### config.mk
export PLATFORM = sky130hd
export DESIGN_NAME = uart_rx
export DESIGN_NICKNAME = d
export VERILOG_FILES = /design/src/rtl/uart_pkg.sv /design/src/rtl/uart_rx_fifo.sv /design/src/rtl/uart_rx.sv
export SDC_FILE = /design/constraint.sdc
export NUM_CORES = 1
export LEC_CHECK = 0
export CORE_MARGIN = 8
export CORE_UTILIZATION = 30
export CTS_CLUSTER_SIZE = 14
export DETAILED_ROUTE_END_ITERATION = 6
export PLACE_DENSITY_LB_ADDON = 0.12
export SLEW_MARGIN = 20
export SYNTH_ARGS = -nofsm -noshare
export SYNTH_HDL_FRONTEND = slang
export SYNTH_SLANG_ARGS = --single-unit
export TNS_END_PERCENT = 1
### constraint.sdc
create_clock -name CLK -period 3.7 [get_ports CLK]
set_input_delay 0.925 -clock CLK [delete_from_list [all_inputs] [get_ports CLK]]
set_output_delay 0.925 -clock CLK [all_outputs]
set_load 0.03 [all_outputs]
### src/rtl/uart_pkg.sv
// Shared types and constants for the UART receiver.
// Optional feature macro: UART_RX_PARITY_EN (adds the even-parity PARITY state).
package uart_pkg;

    localparam int DEFAULT_CLKS_PER_BIT = 868;
    localparam int DATA_W               = 8;
    localparam int CNT_W                = 16;

`ifdef UART_RX_PARITY_EN
    typedef enum logic [2:0] {
        ST_IDLE   = 3'd0,
        ST_START  = 3'd1,
        ST_DATA   = 3'd2,
        ST_PARITY = 3'd3,
        ST_STOP   = 3'd4
    } uart_state_t;
`else
    typedef enum logic [2:0] {
        ST_IDLE   = 3'd0,
        ST_START  = 3'd1,
        ST_DATA   = 3'd2,
        ST_STOP   = 3'd4
    } uart_state_t;
`endif

endpackage

### src/rtl/uart_rx_fifo.sv
// Receive FIFO for uart_rx. Pointers carry one extra wrap bit so that
// full and empty are distinguished without a separate counter.
// A push while full is accepted only when a pop happens on the same edge.
// A pop while empty is ignored. The head is forced to zero while empty.
module uart_rx_fifo
    import uart_pkg::*;
#(
    parameter int FIFO_DEPTH = 8,
    parameter int WIDTH      = DATA_W
) (
    input  logic             clk,
    input  logic             rst_n,
    input  logic             push,
    input  logic [WIDTH-1:0] push_data,
    input  logic             pop,
    output logic [WIDTH-1:0] pop_data,
    output logic             full,
    output logic             empty
);

    localparam int AW = $clog2(FIFO_DEPTH);

    logic [WIDTH-1:0] mem [FIFO_DEPTH];
    logic [AW:0]      wr_ptr;
    logic [AW:0]      rd_ptr;
    logic             do_push;
    logic             do_pop;

    assign empty    = (wr_ptr == rd_ptr);
    assign full     = (wr_ptr[AW] != rd_ptr[AW]) && (wr_ptr[AW-1:0] == rd_ptr[AW-1:0]);
    assign do_pop   = pop & ~empty;
    assign do_push  = push & (~full | do_pop);
    assign pop_data = empty ? '0 : mem[rd_ptr[AW-1:0]];

    // Storage write; a full-FIFO push+pop reuses the slot being freed.
    always_ff @(posedge clk) begin
        if (do_push) begin
            mem[wr_ptr[AW-1:0]] <= push_data;
        end
    end

    // Pointer update, wrapping modulo FIFO_DEPTH with the extra wrap bit.
    always_ff @(posedge clk or negedge rst_n) begin
        if (!rst_n) begin
            wr_ptr <= '0;
            rd_ptr <= '0;
        end else begin
            if (do_push) wr_ptr <= wr_ptr + 1'b1;
            if (do_pop)  rd_ptr <= rd_ptr + 1'b1;
        end
    end

endmodule

### src/rtl/uart_rx.sv
// UART receiver: 2-flop synchronizer, mid-bit sampling FSM, receive FIFO,
// sticky error flags and a registered level interrupt.
// Optional feature macro: UART_RX_PARITY_EN (even parity bit and PAR_ERR output).
// STATE exposes the receive FSM state for observation.
module uart_rx
    import uart_pkg::*;
#(
    parameter int CLKS_PER_BIT = DEFAULT_CLKS_PER_BIT,
    parameter int FIFO_DEPTH   = 8
) (
    input  logic              CLK,
    input  logic              RESET,
    input  logic              RXD,
    input  logic              RD_EN,
    output logic [DATA_W-1:0] RD_DATA,
    output logic              RD_VALID,
    input  logic              INT_EN,
    input  logic              CLR_ERR,
    output logic              OVERRUN,
    output logic              FRAME_ERR,
`ifdef UART_RX_PARITY_EN
    output logic              PAR_ERR,
`endif
    output logic              UART_INT,
    output uart_state_t       STATE
);

    localparam logic [CNT_W-1:0] BIT_CNT  = CNT_W'(CLKS_PER_BIT);
    localparam logic [CNT_W-1:0] HALF_CNT = CNT_W'(CLKS_PER_BIT / 2);

    logic              rxd_meta;
    logic              rxd_sync;
    logic              rxd_prev;
    logic              fall;

    uart_state_t       state_q, state_d;
    logic [CNT_W-1:0]  cnt_q, cnt_d;
    logic [2:0]        bit_q, bit_d;
    logic [DATA_W-1:0] shreg_q, shreg_d;
    logic              brk_q, brk_d;
    logic              tick;
    logic              push;
    logic              frame_set;
    logic              overrun_set;
    logic              fifo_full;
    logic              fifo_empty;
    logic              err_any;
`ifdef UART_RX_PARITY_EN
    logic              par_bad_q, par_bad_d;
    logic              par_set;
`endif

    // RXD synchronizer plus one history flop for falling-edge detection.
    always_ff @(posedge CLK or negedge RESET) begin
        if (!RESET) begin
            rxd_meta <= 1'b1;
            rxd_sync <= 1'b1;
            rxd_prev <= 1'b1;
        end else begin
            rxd_meta <= RXD;
            rxd_sync <= rxd_meta;
            rxd_prev <= rxd_sync;
        end
    end

    assign fall = rxd_prev & ~rxd_sync;
    // A state with counter value N acts after exactly N cycles.
    assign tick = (cnt_q == CNT_W'(1));

    // FSM and datapath registers.
    always_ff @(posedge CLK or negedge RESET) begin
        if (!RESET) begin
            state_q   <= ST_IDLE;
            cnt_q     <= '0;
            bit_q     <= '0;
            shreg_q   <= '0;
            brk_q     <= 1'b0;
`ifdef UART_RX_PARITY_EN
            par_bad_q <= 1'b0;
`endif
        end else begin
            state_q   <= state_d;
            cnt_q     <= cnt_d;
            bit_q     <= bit_d;
            shreg_q   <= shreg_d;
            brk_q     <= brk_d;
`ifdef UART_RX_PARITY_EN
            par_bad_q <= par_bad_d;
`endif
        end
    end

    // Next-state logic: half-bit delay to the start-bit centre, then one
    // bit period between samples. A low stop bit parks in STOP (brk_q)
    // until the line returns high.
    always_comb begin
        state_d   = state_q;
        cnt_d     = cnt_q;
        bit_d     = bit_q;
        shreg_d   = shreg_q;
        brk_d     = brk_q;
        push      = 1'b0;
        frame_set = 1'b0;
`ifdef UART_RX_PARITY_EN
        par_bad_d = par_bad_q;
        par_set   = 1'b0;
`endif
        case (state_q)
            ST_IDLE: begin
                if (fall) begin
                    state_d = ST_START;
                    cnt_d   = HALF_CNT;
                end
            end
            ST_START: begin
                if (tick) begin
                    if (!rxd_sync) begin
                        state_d = ST_DATA;
                        cnt_d   = BIT_CNT;
                        bit_d   = '0;
                    end else begin
                        state_d = ST_IDLE;
                    end
                end else begin
                    cnt_d = cnt_q - CNT_W'(1);
                end
            end
            ST_DATA: begin
                if (tick) begin
                    shreg_d = {rxd_sync, shreg_q[DATA_W-1:1]};
                    cnt_d   = BIT_CNT;
                    if (bit_q == 3'd7) begin
`ifdef UART_RX_PARITY_EN
                        state_d = ST_PARITY;
`else
                        state_d = ST_STOP;
`endif
                    end else begin
                        bit_d = bit_q + 3'd1;
                    end
                end else begin
                    cnt_d = cnt_q - CNT_W'(1);
                end
            end
`ifdef UART_RX_PARITY_EN
            ST_PARITY: begin
                if (tick) begin
                    par_set   = (rxd_sync != ^shreg_q);
                    par_bad_d = par_set;
                    cnt_d     = BIT_CNT;
                    state_d   = ST_STOP;
                end else begin
                    cnt_d = cnt_q - CNT_W'(1);
                end
            end
`endif
            ST_STOP: begin
                if (brk_q) begin
                    if (rxd_sync) begin
                        brk_d   = 1'b0;
                        state_d = ST_IDLE;
                    end
                end else if (tick) begin
                    if (rxd_sync) begin
`ifdef UART_RX_PARITY_EN
                        push = ~par_bad_q;
`else
                        push = 1'b1;
`endif
                        state_d = ST_IDLE;
                    end else begin
                        frame_set = 1'b1;
                        brk_d     = 1'b1;
                    end
                end else begin
                    cnt_d = cnt_q - CNT_W'(1);
                end
            end
            default: begin
                state_d = ST_IDLE;
            end
        endcase
    end

    // Consumer handshake: RD_VALID means RD_DATA holds the head byte; a cycle
    // with RD_EN=1 and RD_VALID=1 pops it on that edge; RD_EN alone is ignored.
    uart_rx_fifo #(
        .FIFO_DEPTH (FIFO_DEPTH),
        .WIDTH      (DATA_W)
    ) u_fifo (
        .clk       (CLK),
        .rst_n     (RESET),
        .push      (push),
        .push_data (shreg_q),
        .pop       (RD_EN),
        .pop_data  (RD_DATA),
        .full      (fifo_full),
        .empty     (fifo_empty)
    );

    assign RD_VALID    = ~fifo_empty;
    assign STATE       = state_q;
    assign overrun_set = push & fifo_full & ~RD_EN;

`ifdef UART_RX_PARITY_EN
    assign err_any = OVERRUN | FRAME_ERR | PAR_ERR;
`else
    assign err_any = OVERRUN | FRAME_ERR;
`endif

    // Sticky error flags (set beats clear) and the registered interrupt.
    always_ff @(posedge CLK or negedge RESET) begin
        if (!RESET) begin
            OVERRUN   <= 1'b0;
            FRAME_ERR <= 1'b0;
`ifdef UART_RX_PARITY_EN
            PAR_ERR   <= 1'b0;
`endif
            UART_INT  <= 1'b0;
        end else begin
            if (overrun_set)  OVERRUN <= 1'b1;
            else if (CLR_ERR) OVERRUN <= 1'b0;
            if (frame_set)    FRAME_ERR <= 1'b1;
            else if (CLR_ERR) FRAME_ERR <= 1'b0;
`ifdef UART_RX_PARITY_EN
            if (par_set)      PAR_ERR <= 1'b1;
            else if (CLR_ERR) PAR_ERR <= 1'b0;
`endif
            UART_INT <= INT_EN & (RD_VALID | err_any);
        end
    end

endmodule

==> results.md <==
- Synth Register Bits: 109
- # resized after CTS: 0
- CTS tree: built
- Fin. Hold Viols: 0
- Switching Share: 30.40%
- Post-synthesis sequential area ratio: 61.79%
- Power Density: 516.3 nW/um2
- CTS Buf Count: 9
- Hold Crit Depth: 0
- Number of setup buffers added after CTS: 0
- Overall Global Routing Usage: 10.33%
- Max Cap Viol: 0
- Endpoint class of the critical path: output port
- Aggregate global routing overflow: 0
- Status: complete, no violations
- Clk buf depth: 2
- Reg-to-reg critical path startpoint: STATE[2]
- WL/cell: 16.96 um
- Io pins: 21
- N_diodes: 0
- Top post-synthesis cells by area: edfxtp_1, dfrtp_1, mux4_2
- Fin nets: 386
- Register-to-register setup slack: 1010 ps
- CP max FO: 7
- Cells after synthesis: 345
- Combinational Power Share: 19.3%
- Post-route worst setup slack: 248.5 ps
- Share of cells above drive strength 1: 19.26%
- Via count: 2871
- Post-synth EDFFs: 64
- First-pass GRT wire length: 16110 um
- Clock Skews: 10.88 ps
- Synth Flop Type: edfxtp_1
- CTS hold repair buffers: 0
- Largest area contributor in the netlist: edfxtp_1
- Tmin final: 3452 ps
- Avg Vias per Cell: 4.793
- DP HPWL: 6836 um
- Reg clk slew, reported paths: 80 ps
- CTS sink count: 109
- WS Path Type: reg -> out
- Max_slew headroom: 53.91%
- R2R cell count: 6
- Crit path cell chain: buf_4 > mux4_2 > mux2i_1 > nor2_1 > clkdlybuf4s50_1
- Synth top cells by count: edfxtp_1, dfrtp_1, nor2_1, mux4_2, o21ai_0
- TritonRoute pass-1 iters: 5
- FFs w/ async S/R, synth: 41.28%
- RR Endpoint: u_fifo.mem[0][5]
- Die height: 144.3 um
- Max Slew Vio Count: 0
- Most common cell in the netlist: edfxtp_1
- H-tree depth: 3
- Post-synth top area share: 38.92%
- Filler instances: 1624
- CP max stage cell: clkdlybuf4s50_1
- Fin Hold WS: 357.4 ps
- Worst Max-Slew Pin Slew: 690.8 ps
- Psw: 901.8 uW
- Peak supply drop: 284.7 uV
- Pin count of the biggest net entering global routing: 46
- Area grow syn2layout: 16.34%
- DRC: 0
- Clock Power Share: 34.4%
- CP peak stage delay: 620 ps
- DIE AREA: 20820 um2
- Die X: 144.3 um
- Pre-CTS setup slack: 584.5 ps
- WP data arrival: 2530 ps
- RSZ-0062 raised after global routing: no
- Worst Hold End: rxd_sync
- # rows: 47
- Final Cycle Share: 93.29%
- GPL Wtd Cong: 0.7767
- FMAX: 0.2897 GHz
- Netlist cell types: 67
- Worst-skew pair later-pin latency: 350 ps
- Internal cell power: 2.065 mW
- Final setup fails: 0
- Core footprint: 16350 um2
- CTS Root Cell: clkbuf_16
- Post-Syn Area per Cell: 14.31 um2
- Initial core utilization: 30.21%
- Inst Count DP: 583
- Finished Layout Cells: 599
- Initial antenna violation count: 0
- Syn nets: 357
- TNS Setup: 0 ps
- Synth warnings: 0
- Final Util: 35.14%
- Critical path required time: 2770 ps
- Seq pwr share: 46.3%
- Vias in the first global route: 2845
- WL final: 10160 um
- Port buffer count: 20
- HP Class: reg -> reg
- Post-route ant nets: 0
- Critical path launch point type: flop
- Synth Cell Area: 4938 um2
- Leakage power: 2.092 nW
- Drt initial violations: 161
- Hold_sp: rxd_meta
==> registers in the layout, indices dropped and copies added, names as in the netlist, 3 cells and up <==
name,flops
u_fifo.mem,64
cnt_q,16
shreg_q,8
u_fifo.rd_ptr,4
u_fifo.wr_ptr,4
STATE,3
bit_q,3
==> layout by cell type (no fill, tap or decap), types with 4 or more instances in the layout <==
cell type,count
mux2i_1,8
a21oi_1,14
clkbuf_16,9
mux4_2,16
xnor2_1,7
edfxtp_1,64
o21ai_0,16
nor2_1,22
mux2_1,8
ha_1,6
xor2_1,4
dfrtp_1,42
nand2b_1,9
nand2_1,13
inv_1,8
a22o_1,5
buf_4,15
clkdlybuf4s50_1,19
nand3_1,9
nor3_1,9
==> worst max path at each step <==
stage	from	end	slack, ps
after floorplan	u_fifo.rd_ptr[0]	RD_DATA[0]	1070
after global placement	u_fifo.rd_ptr[0]	RD_DATA[3]	620
after detailed placement	u_fifo.rd_ptr[0]	RD_DATA[3]	580
after CTS	u_fifo.rd_ptr[0]	RD_DATA[3]	190
after global routing	u_fifo.rd_ptr[0]	RD_DATA[3]	90
final	u_fifo.rd_ptr[0]	RD_DATA[3]	250
==> through the flow <==
stage                     instance area [um2]  total power, mW
after floorplan                          4938            1.811
after global placement                   5430            1.979
after detailed placement                 5430            1.973
after CTS                                5743            3.012
after global routing                     5746            3.125
final                                    5746            2.967
==> kinds of logic after synthesis <==
kind of cell	Yosys count	share of synthesized area (%)
XOR/XNOR	11	1.951
AO/OA/AOI/OAI	63	9.324
adder cells (fa/ha/maj)	6	1.520
multiplexers	35	11.43
AND/OR/NAND/NOR	96	11.60
flip-flops	109	61.79
buffers and inverters	25	2.381
==> power groups by stage <==
stage / sequential (mW) / combinational, mW / clock, mW
finish: 1.37 / 0.573 / 1.02
CTS: 1.37 / 0.579 / 1.06
global route: 1.38 / 0.640 / 1.10
floorplan: 1.39 / 0.417 / 0
detailed placement: 1.40 / 0.575 / 0
global placement: 1.40 / 0.579 / 0
==> per-layer routing <==
metal / track usage [%] / wire [um] / share of wire (%)
met1: 13.22 / 4798 / 47
met2: 16.62 / 4876 / 48
met3: 1.948 / 304 / 3.0
met4: 4.765 / 177 / 1.7
met5: 0 / 0 / 0
==> critical path: cells and delay by family, from the launching register on <==
family                 cells  cell delay, ps
buffers and inverters      2             880
muxes                      2             710
and+or+nand+nor            1              70
DFF                        1             520
==> cell type report <==
| type | instances | area, um2 | area share, % |
|---|---|---|---|
| well taps | 220 | 275.3 | 4.791 |
| clock inverters | 7 | 87.58 | 1.524 |
| multi-input cells | 211 | 1769 | 30.79 |
| flip-flops and latches | 109 | 3052 | 53.11 |
| inverters | 9 | 33.78 | 0.5880 |
| clock buffers | 9 | 225.2 | 3.920 |
| repair buffers | 34 | 302.8 | 5.270 |
Note: power is estimated with default switching activity, not from simulation.
